File: src/rtl/mult_pkg.sv
// Shared types and helpers for the shift-and-add multiplier sequencer.
// Contents: seq_state_t sequencer state encoding, cnt_width() iteration counter width.
// No ports; imported by mult_bit_counter and mult_sequencer.
package mult_pkg;

  typedef enum logic [1:0] {
    IDLE = 2'd0,
    INIT = 2'd1,
    RUN  = 2'd2,
    DONE = 2'd3
  } seq_state_t;

  // Width of the iteration counter: it only has to hold n-1 down to 0.
  function automatic int cnt_width(input int n);
    return $clog2(n);
  endfunction

endpackage

File: src/rtl/mult_bit_counter.sv
// Loadable down-counter tracking the remaining add/shift iterations.
// Latency: load/decrement take effect on the next rising edge.
// Ports: clock, n_reset (async active-low), load (cnt <= n-1), dec (count down),
//        cnt (current value), last (cnt == 0).
module mult_bit_counter
  import mult_pkg::*;
#(
  parameter int n = 8
) (
  input  logic                   clock,
  input  logic                   n_reset,
  input  logic                   load,
  input  logic                   dec,
  output logic [cnt_width(n)-1:0] cnt,
  output logic                   last
);

  localparam int CW = cnt_width(n);
  localparam logic [CW-1:0] LOAD_VAL = CW'(n - 1);

  logic [CW-1:0] cnt_q;
  logic [CW-1:0] cnt_d;

  // Saturates at zero so an extra decrement never wraps back to n-1.
  always_comb begin
    cnt_d = cnt_q;
    if (load) begin
      cnt_d = LOAD_VAL;
    end else if (dec && (cnt_q != '0)) begin
      cnt_d = cnt_q - 1'b1;
    end
  end

  always_ff @(posedge clock or negedge n_reset) begin
    if (!n_reset) begin
      cnt_q <= '0;
    end else begin
      cnt_q <= cnt_d;
    end
  end

  assign cnt  = cnt_q;
  assign last = (cnt_q == '0);

endmodule

File: src/rtl/mult_sequencer.sv
// Control unit for the n-bit shift-and-add multiplier (adder + AQ register).
// Ports: clock, n_reset (async active-low), start (level request), Q0 (AQ LSB) in;
//        reset (clear A, load Q), shift, add_shift, ready, and subtract when the
//        SIGNED_EN macro is defined (two's-complement / Robertson final step).
// Flow: IDLE/DONE --start--> INIT (1 cycle) -> RUN (n cycles) -> DONE (ready held).
module mult_sequencer
  import mult_pkg::*;
#(
  parameter int n = 8
) (
  input  logic clock,
  input  logic n_reset,
  input  logic start,
  input  logic Q0,
  output logic reset,
  output logic shift,
  output logic add_shift,
  output logic ready
`ifdef SIGNED_EN
  ,
  output logic subtract
`endif
);

  localparam int CW = cnt_width(n);

  seq_state_t    state_q;
  seq_state_t    state_d;
  logic          reset_q;
  logic          reset_d;
  logic          ready_q;
  logic          ready_d;
  logic          run_q;
  logic          run_d;
  logic [CW-1:0] cnt;
  logic          last;

  mult_bit_counter #(
    .n (n)
  ) u_cnt (
    .clock   (clock),
    .n_reset (n_reset),
    .load    (state_q == INIT),
    .dec     (state_q == RUN),
    .cnt     (cnt),
    .last    (last)
  );

  // start is only looked at from IDLE and DONE; mid-multiply requests are dropped.
  always_comb begin
    state_d = state_q;
    unique case (state_q)
      IDLE: if (start) state_d = INIT;
      INIT: state_d = RUN;
      RUN:  if (cnt == '0) state_d = DONE;
      DONE: if (start) state_d = INIT;
      default: state_d = IDLE;
    endcase
  end

  // Strobes decoded from the next state so they are flop outputs and drop to
  // zero the instant n_reset asserts.
  always_comb begin
    reset_d = (state_d == INIT);
    ready_d = (state_d == DONE);
    run_d   = (state_d == RUN);
  end

  always_ff @(posedge clock or negedge n_reset) begin
    if (!n_reset) begin
      state_q <= IDLE;
      reset_q <= 1'b0;
      ready_q <= 1'b0;
      run_q   <= 1'b0;
    end else begin
      state_q <= state_d;
      reset_q <= reset_d;
      ready_q <= ready_d;
      run_q   <= run_d;
    end
  end

  assign reset = reset_q;
  assign ready = ready_q;

  // Q0 steers each step combinationally; the datapath samples it the same cycle.
  assign add_shift = run_q & Q0;
  assign shift     = run_q & ~Q0;

`ifdef SIGNED_EN
  // Robertson: the multiplier sign bit has negative weight, so the last step
  // subtracts M instead of adding it.
  assign subtract = run_q & Q0 & last;
`endif

endmodule

File: config.mk
export PLATFORM = sky130hd
export DESIGN_NAME = mult_sequencer
export DESIGN_NICKNAME = d
export VERILOG_FILES = /design/src/rtl/mult_pkg.sv /design/src/rtl/mult_bit_counter.sv /design/src/rtl/mult_sequencer.sv
export SDC_FILE = /design/constraint.sdc
export NUM_CORES = 1
export LEC_CHECK = 0
export CORE_AREA = 2 2 39 41
export CTS_CLUSTER_SIZE = 28
export DETAILED_ROUTE_END_ITERATION = 10
export DIE_AREA = 0 0 41 43
export SLEW_MARGIN = 20
export SYNTH_ARGS = -nofsm -noshare
export SYNTH_HDL_FRONTEND = slang
export SYNTH_SLANG_ARGS = --single-unit
File: constraint.sdc
create_clock -name clock -period 1.3 [get_ports clock]
set_input_delay 0.195 -clock clock [delete_from_list [all_inputs] [get_ports clock]]
set_output_delay 0.195 -clock clock [all_outputs]
set_load 0.02 [all_outputs]
== After elaboration in Yosys (flattened, before gate mapping) ==
Cells that the tools add are included.
Storage, ports and cells
  register bits after elaboration: 8
  input port bits: 4
  output and inout port bits: 4
  word-level logic and storage cells: 26
Operators by class
  add/sub/neg operators: 1
  equal/unequal tests: 6
  multiplexer cells: 5
  bitwise operators: 3
  reductions and logical operators: 6
Operator list (count)
  $eq 2x2->1 const B: 4
  $mux 3: 2
  $pmux 2 s3: 1
  $eq 2x1->1 const B: 2
  $mux 2: 2
  $logic_not 3->1: 1
  $reduce_bool 3->1: 1
  $sub 3x1->3 const B: 1
  $and 1x1->1: 2
  $logic_not 2->1: 1
  $reduce_bool 2->1: 1
  $reduce_or 2->1: 1
  $logic_and 1x1->1: 1
  $not 1->1: 1

== Depth between registers and ports, before layout ==
  depth after elaboration: 4
  depth in mapped cells: 6
  gate-level depth less buffers: 6

== Modules after synthesis ==
Synthesis repeated with hierarchy kept, for this count alone.
Second synthesis, totals
  cells, all modules: 39
  area, all modules: 416.6 um^2
By module, submodules not included
  mult_sequencer: instances 1, cells an instance 22, area each 232.7 um^2
  mult_bit_counter: instances 1, cells an instance 17, area each 183.9 um^2

== Worst setup path before layout ==
OpenSTA, ideal clock, no wires.
  path kind: register to register
  from: register u_cnt.cnt_q[0], in the netlist u_cnt.cnt[0]
  to: register u_cnt.cnt_q[1], in the netlist u_cnt.cnt[1]
  library setup time: 0.124 ns
  arrival: 1.161 ns
  required time: 1.176 ns
  path slack: 0.015 ns
  stages on the path, launching flop included: 6
  period minus slack after synthesis: 1.285 ns
  cells stage by stage: dfrtp_1 > inv_1 > ha_1 > ha_1 > nand2b_4 > a211o_1
Between the ends
  longest elaborated chain between the ends: 3
  elaborated cells on any way between the ends: 6
RTL lines
  start, declared: line mult_bit_counter.sv:21  | logic [CW-1:0] cnt_q;
  start signal, assigned: line mult_bit_counter.sv:38  | cnt_q <= cnt_d;
  $sub 3x1->3 / $reduce_bool 3->1 (equally long branches): line mult_bit_counter.sv:30, mult_bit_counter.sv:29
  $mux 3 / $logic_and 1x1->1 (equally long branches): line mult_bit_counter.sv:29  | end else if (dec && (cnt_q != '0)) begin
  $mux 3 / $reduce_bool 2->1 (equally long branches)
Several ways; a longest one is shown, not always the timed one. The select of a mux whose other input is x is not followed.
A chain may end at the register's enable or synchronous reset.

== Worst setup path in the final report ==
  from: register u_cnt.cnt_q[1], in the netlist u_cnt.cnt[1]
  to: register u_cnt.cnt_q[2], in the netlist u_cnt.cnt[2]
The elaborated chain is that of the path after synthesis.

==> implementation parameters <==
Parameter                              Value

Clocking
  H-tree Lvls ... 1
  Bufs on Longest Clock Path ... 2
  Cell at the root of the clock tree ... sky130_fd_sc_hd__clkbuf_4
  Number of buffers created by CTS ... 3
  Hold buffer count at cts ... 0
  TritonCTS Sinks ... 8
  TritonCTS clock tree ... yes
  Clock edge transition at the registers on the reported setup and hold paths ... 50 ps
  Clock latency of the later-clocked register in the worst-skew pair ... 240 ps

STA
  Rel. slew slack ... 0.7661
  Smallest setup slack after layout ... 24.72 ps
  Final Critical Period ... 1275 ps
  Achievable Freq ... 784.1 MHz
  Hold violation total from the final report ... 0
  Share of the clock period used by the worst path ... 0.9810
  Final setup violation count ... 0
  Final Skew ... 2.872 ps
  RSZ-0062 raised after global routing ... yes
  Slew at the pin with the worst max-slew slack ... 349.7 ps
  Final slew viol count ... 0

Floorplanning
  Area of the core region ... 1384 µm²
  Die outline height ... 43 µm
  Die footprint ... 1763 µm²
  Horizontal extent of the die ... 41 µm
  IO Pins ... 8
  Initial standard-cell utilization of the core ... 0.2803
  Site row count ... 14

Logic synthesis
  Yosys Warn Count ... 0
  Post-synth net total ... 43
  Netlist area before placement ... 387.9 µm²
  Seq/Total Area, Yosys ... 0.5161
  Count of different cell masters after synthesis ... 16
  Flop and latch count out of synthesis ... 8
  Post-Syn Area per Cell ... 11.08 µm²
  Post-synthesis instance total ... 35

Detailed routing
  Count of antenna-violating nets left after detailed routing ... 0
  Number of DRC violations after detailed routing ... 0
  Total length of routed wires ... 715 µm
  First-iteration detailed-routing DRC count ... 1
  Vias per Instance ... 4.672
  Drt wl/cell ... 11.17 µm
  First-pass iteration count of the detailed router ... 3
  Number of vias after detailed routing ... 299

GRT
  Number of antenna violations at the first check in global routing ... 0
  Global route overflow ... 0
  Met3 track utilization from global routing ... 0.03141
  First-pass GRT wire length ... 1007 µm
  Largest net degree at the start of global routing ... 9
  Global route hottest layer ... met2
  Tot GR Track Use ... 0.09625
  Vias in the first global route ... 257
  Met1 Usage GRT ... 0.09603
  M2 GR Usage ... 0.1313

Power
  Static power due to leakage ... 0.2662 nW
  Max IR drop VDD ... 0.7353 mV
  Total power density per cell area ... 2707 nW/µm²
  Overall power ... 1.521 mW

Run status
  Result of the run ... complete, no violations

Critical path
  Cell with the largest stage delay on the worst path ... sky130_fd_sc_hd__dfrtp_1
  Max FO, Critical Path ... 5
  Critical path arrival ... 1410 ps
  End of the worst register-to-register path ... u_cnt.cnt[2]$_DFFE_PN0P_
  Family of cells with the greatest summed delay on the critical path ... flip-flops
  Delay contributed by the slowest stage of the critical path ... 350 ps
  Type of the setup path with the least slack ... reg -> reg
  Reg2Reg Depth ... 5
  Startpoint of the lowest-slack register-to-register path ... u_cnt.cnt[1]$_DFFE_PN0P_
  Cells traversed along the worst timing path ... inv_2 -> ha_4 -> ha_4 -> nand2b_4 -> a211o_1
  Sort of element at the end of the critical path ... flip-flop
  Dominant cell type by count on the critical path ... sky130_fd_sc_hd__ha_4
  Minimum setup slack among reg-to-reg paths ... 20 ps
  Element type at the critical path start ... flip-flop
  Crit path buffers/inverters ... 1
  Worst Path Required ... 1430 ps

Finish
  Nets ... 58
  Sequential cell area ... 200.2 µm²
  Number of fill cells in the layout ... 140
  Number of diodes ... 0
  Most common cell after layout, fill and taps aside ... sky130_fd_sc_hd__dfrtp_1
  Fraction of final layout cells with drive strength greater than 1 ... 0.3750
  Multi-input combinational cell area ... 215.2 µm²
  Layout overhead on the synthesized area ... 44.84%
  Post-route core utilization ... 0.4060

Hold path
  Hold Path Class ... in -> async

Job
  Max Cap Violations ... 0

Placed design
  Port Buf Inserts ... 7
  Global placer's final weighted congestion ... 0.6903
  Final HPWL DP ... 458.2 µm
  Setup Slack @ Placement ... -272.6 ps
[cells by family after synthesis]
group,Yosys count,share of synthesized area
buffers and inverters,5,0.04839
xor gates and xnor gates,1,0.02258
AOI/OAI and AO/OA,6,0.1161
DFF,8,0.5161
and+or+nand+nor,11,0.1677
adders and majority gates,4,0.1290
[state kept, by name, summed over array words and instances, names as in the netlist]
register and count:
reset 1, run_q 1, u_cnt.cnt 3, state_q 2, ready 1
[final cells by class]
class	count	share of cell area
multi-input combinational	22	0.3831
inverter	5	0.03341
sequential	8	0.3563
timing repair buffer	10	0.1514
clock buffer	3	0.04009
tap	16	0.03563
[Yosys cell counts]
master                     count  area share
sky130_fd_sc_hd__xnor2_1       1       0.023
sky130_fd_sc_hd__nor2b_1       1       0.016
sky130_fd_sc_hd__dfrtp_1       8        0.52
sky130_fd_sc_hd__and2_1        2       0.032
sky130_fd_sc_hd__o21ai_1       1       0.013
sky130_fd_sc_hd__a21oi_2       1       0.023
sky130_fd_sc_hd__o21ai_2       1       0.023
sky130_fd_sc_hd__nand2_1       1      0.0097
sky130_fd_sc_hd__a211o_1       2       0.045
sky130_fd_sc_hd__nand2b_4      1       0.035
sky130_fd_sc_hd__nand3b_1      1       0.019
sky130_fd_sc_hd__inv_1         5       0.048
sky130_fd_sc_hd__ha_1          4        0.13
sky130_fd_sc_hd__nand2b_1      1       0.016
sky130_fd_sc_hd__a21oi_1       1       0.013
sky130_fd_sc_hd__nor2_1        4       0.039
[metrics by stage]
step / TNS (ps) / area, µm² / cells / hold WS (ps)
floorplan: 0 / 387.9 / 35 / -100.6
global placement: -539.6 / 478.0 / 58 / 469.3
detailed placement: -595.0 / 478.0 / 58 / 476.7
CTS: 0 / 529.3 / 62 / 226.1
global route: -21.10 / 561.8 / 64 / 239.3
finish: 0 / 561.8 / 64 / 221.3
[worst reg2reg max path, stage by stage, from the launching register on]
cell,delay (ps)
sky130_fd_sc_hd__dfrtp_1,350
sky130_fd_sc_hd__inv_2,50
sky130_fd_sc_hd__ha_4,160
sky130_fd_sc_hd__ha_4,150
sky130_fd_sc_hd__nand2b_4,160
sky130_fd_sc_hd__a211o_1,290
[what timing repair did]
action	in CTS	in global routing
setup endpoints to repair	6	6
buffers inserted	1	2
pin swaps	2	5
resized for setup	10	8
[power breakdown]
part / total [mW] / internal [mW] / switching, mW / leakage [nW]
logic: 0.893 / 0.462 / 0.431 / 0.156
registers: 0.448 / 0.373 / 0.0747 / 0.0964
clock network: 0.180 / 0.105 / 0.0748 / 0.0138
total: 1.52 / 0.940 / 0.581 / 0.266
[routing by layer]
layer	share of wire	wire, µm	vias to the layer above
met5	0	0	-
met4	0.038	27	0
met3	0.038	27	2
met2	0.55	392	6
met1	0.37	267	149
li1	-	-	142
[worst max path at each step]
stage / slack (ps) / to / cells past startpoint / startpoint
2_1_floorplan: 10 / u_cnt.cnt[1]$_DFFE_PN0P_ / 5 / u_cnt.cnt[0]$_DFFE_PN0P_
4_1_cts: 10 / u_cnt.cnt[1]$_DFFE_PN0P_ / 6 / u_cnt.cnt[1]$_DFFE_PN0P_
3_5_place_dp: -270 / add_shift / 3 / Q0
5_1_grt: -10 / u_cnt.cnt[2]$_DFFE_PN0P_ / 5 / u_cnt.cnt[1]$_DFFE_PN0P_
6_report: 20 / u_cnt.cnt[2]$_DFFE_PN0P_ / 5 / u_cnt.cnt[1]$_DFFE_PN0P_
3_3_place_gp: -260 / add_shift / 3 / Q0
Power figures use the tool's default switching activity.
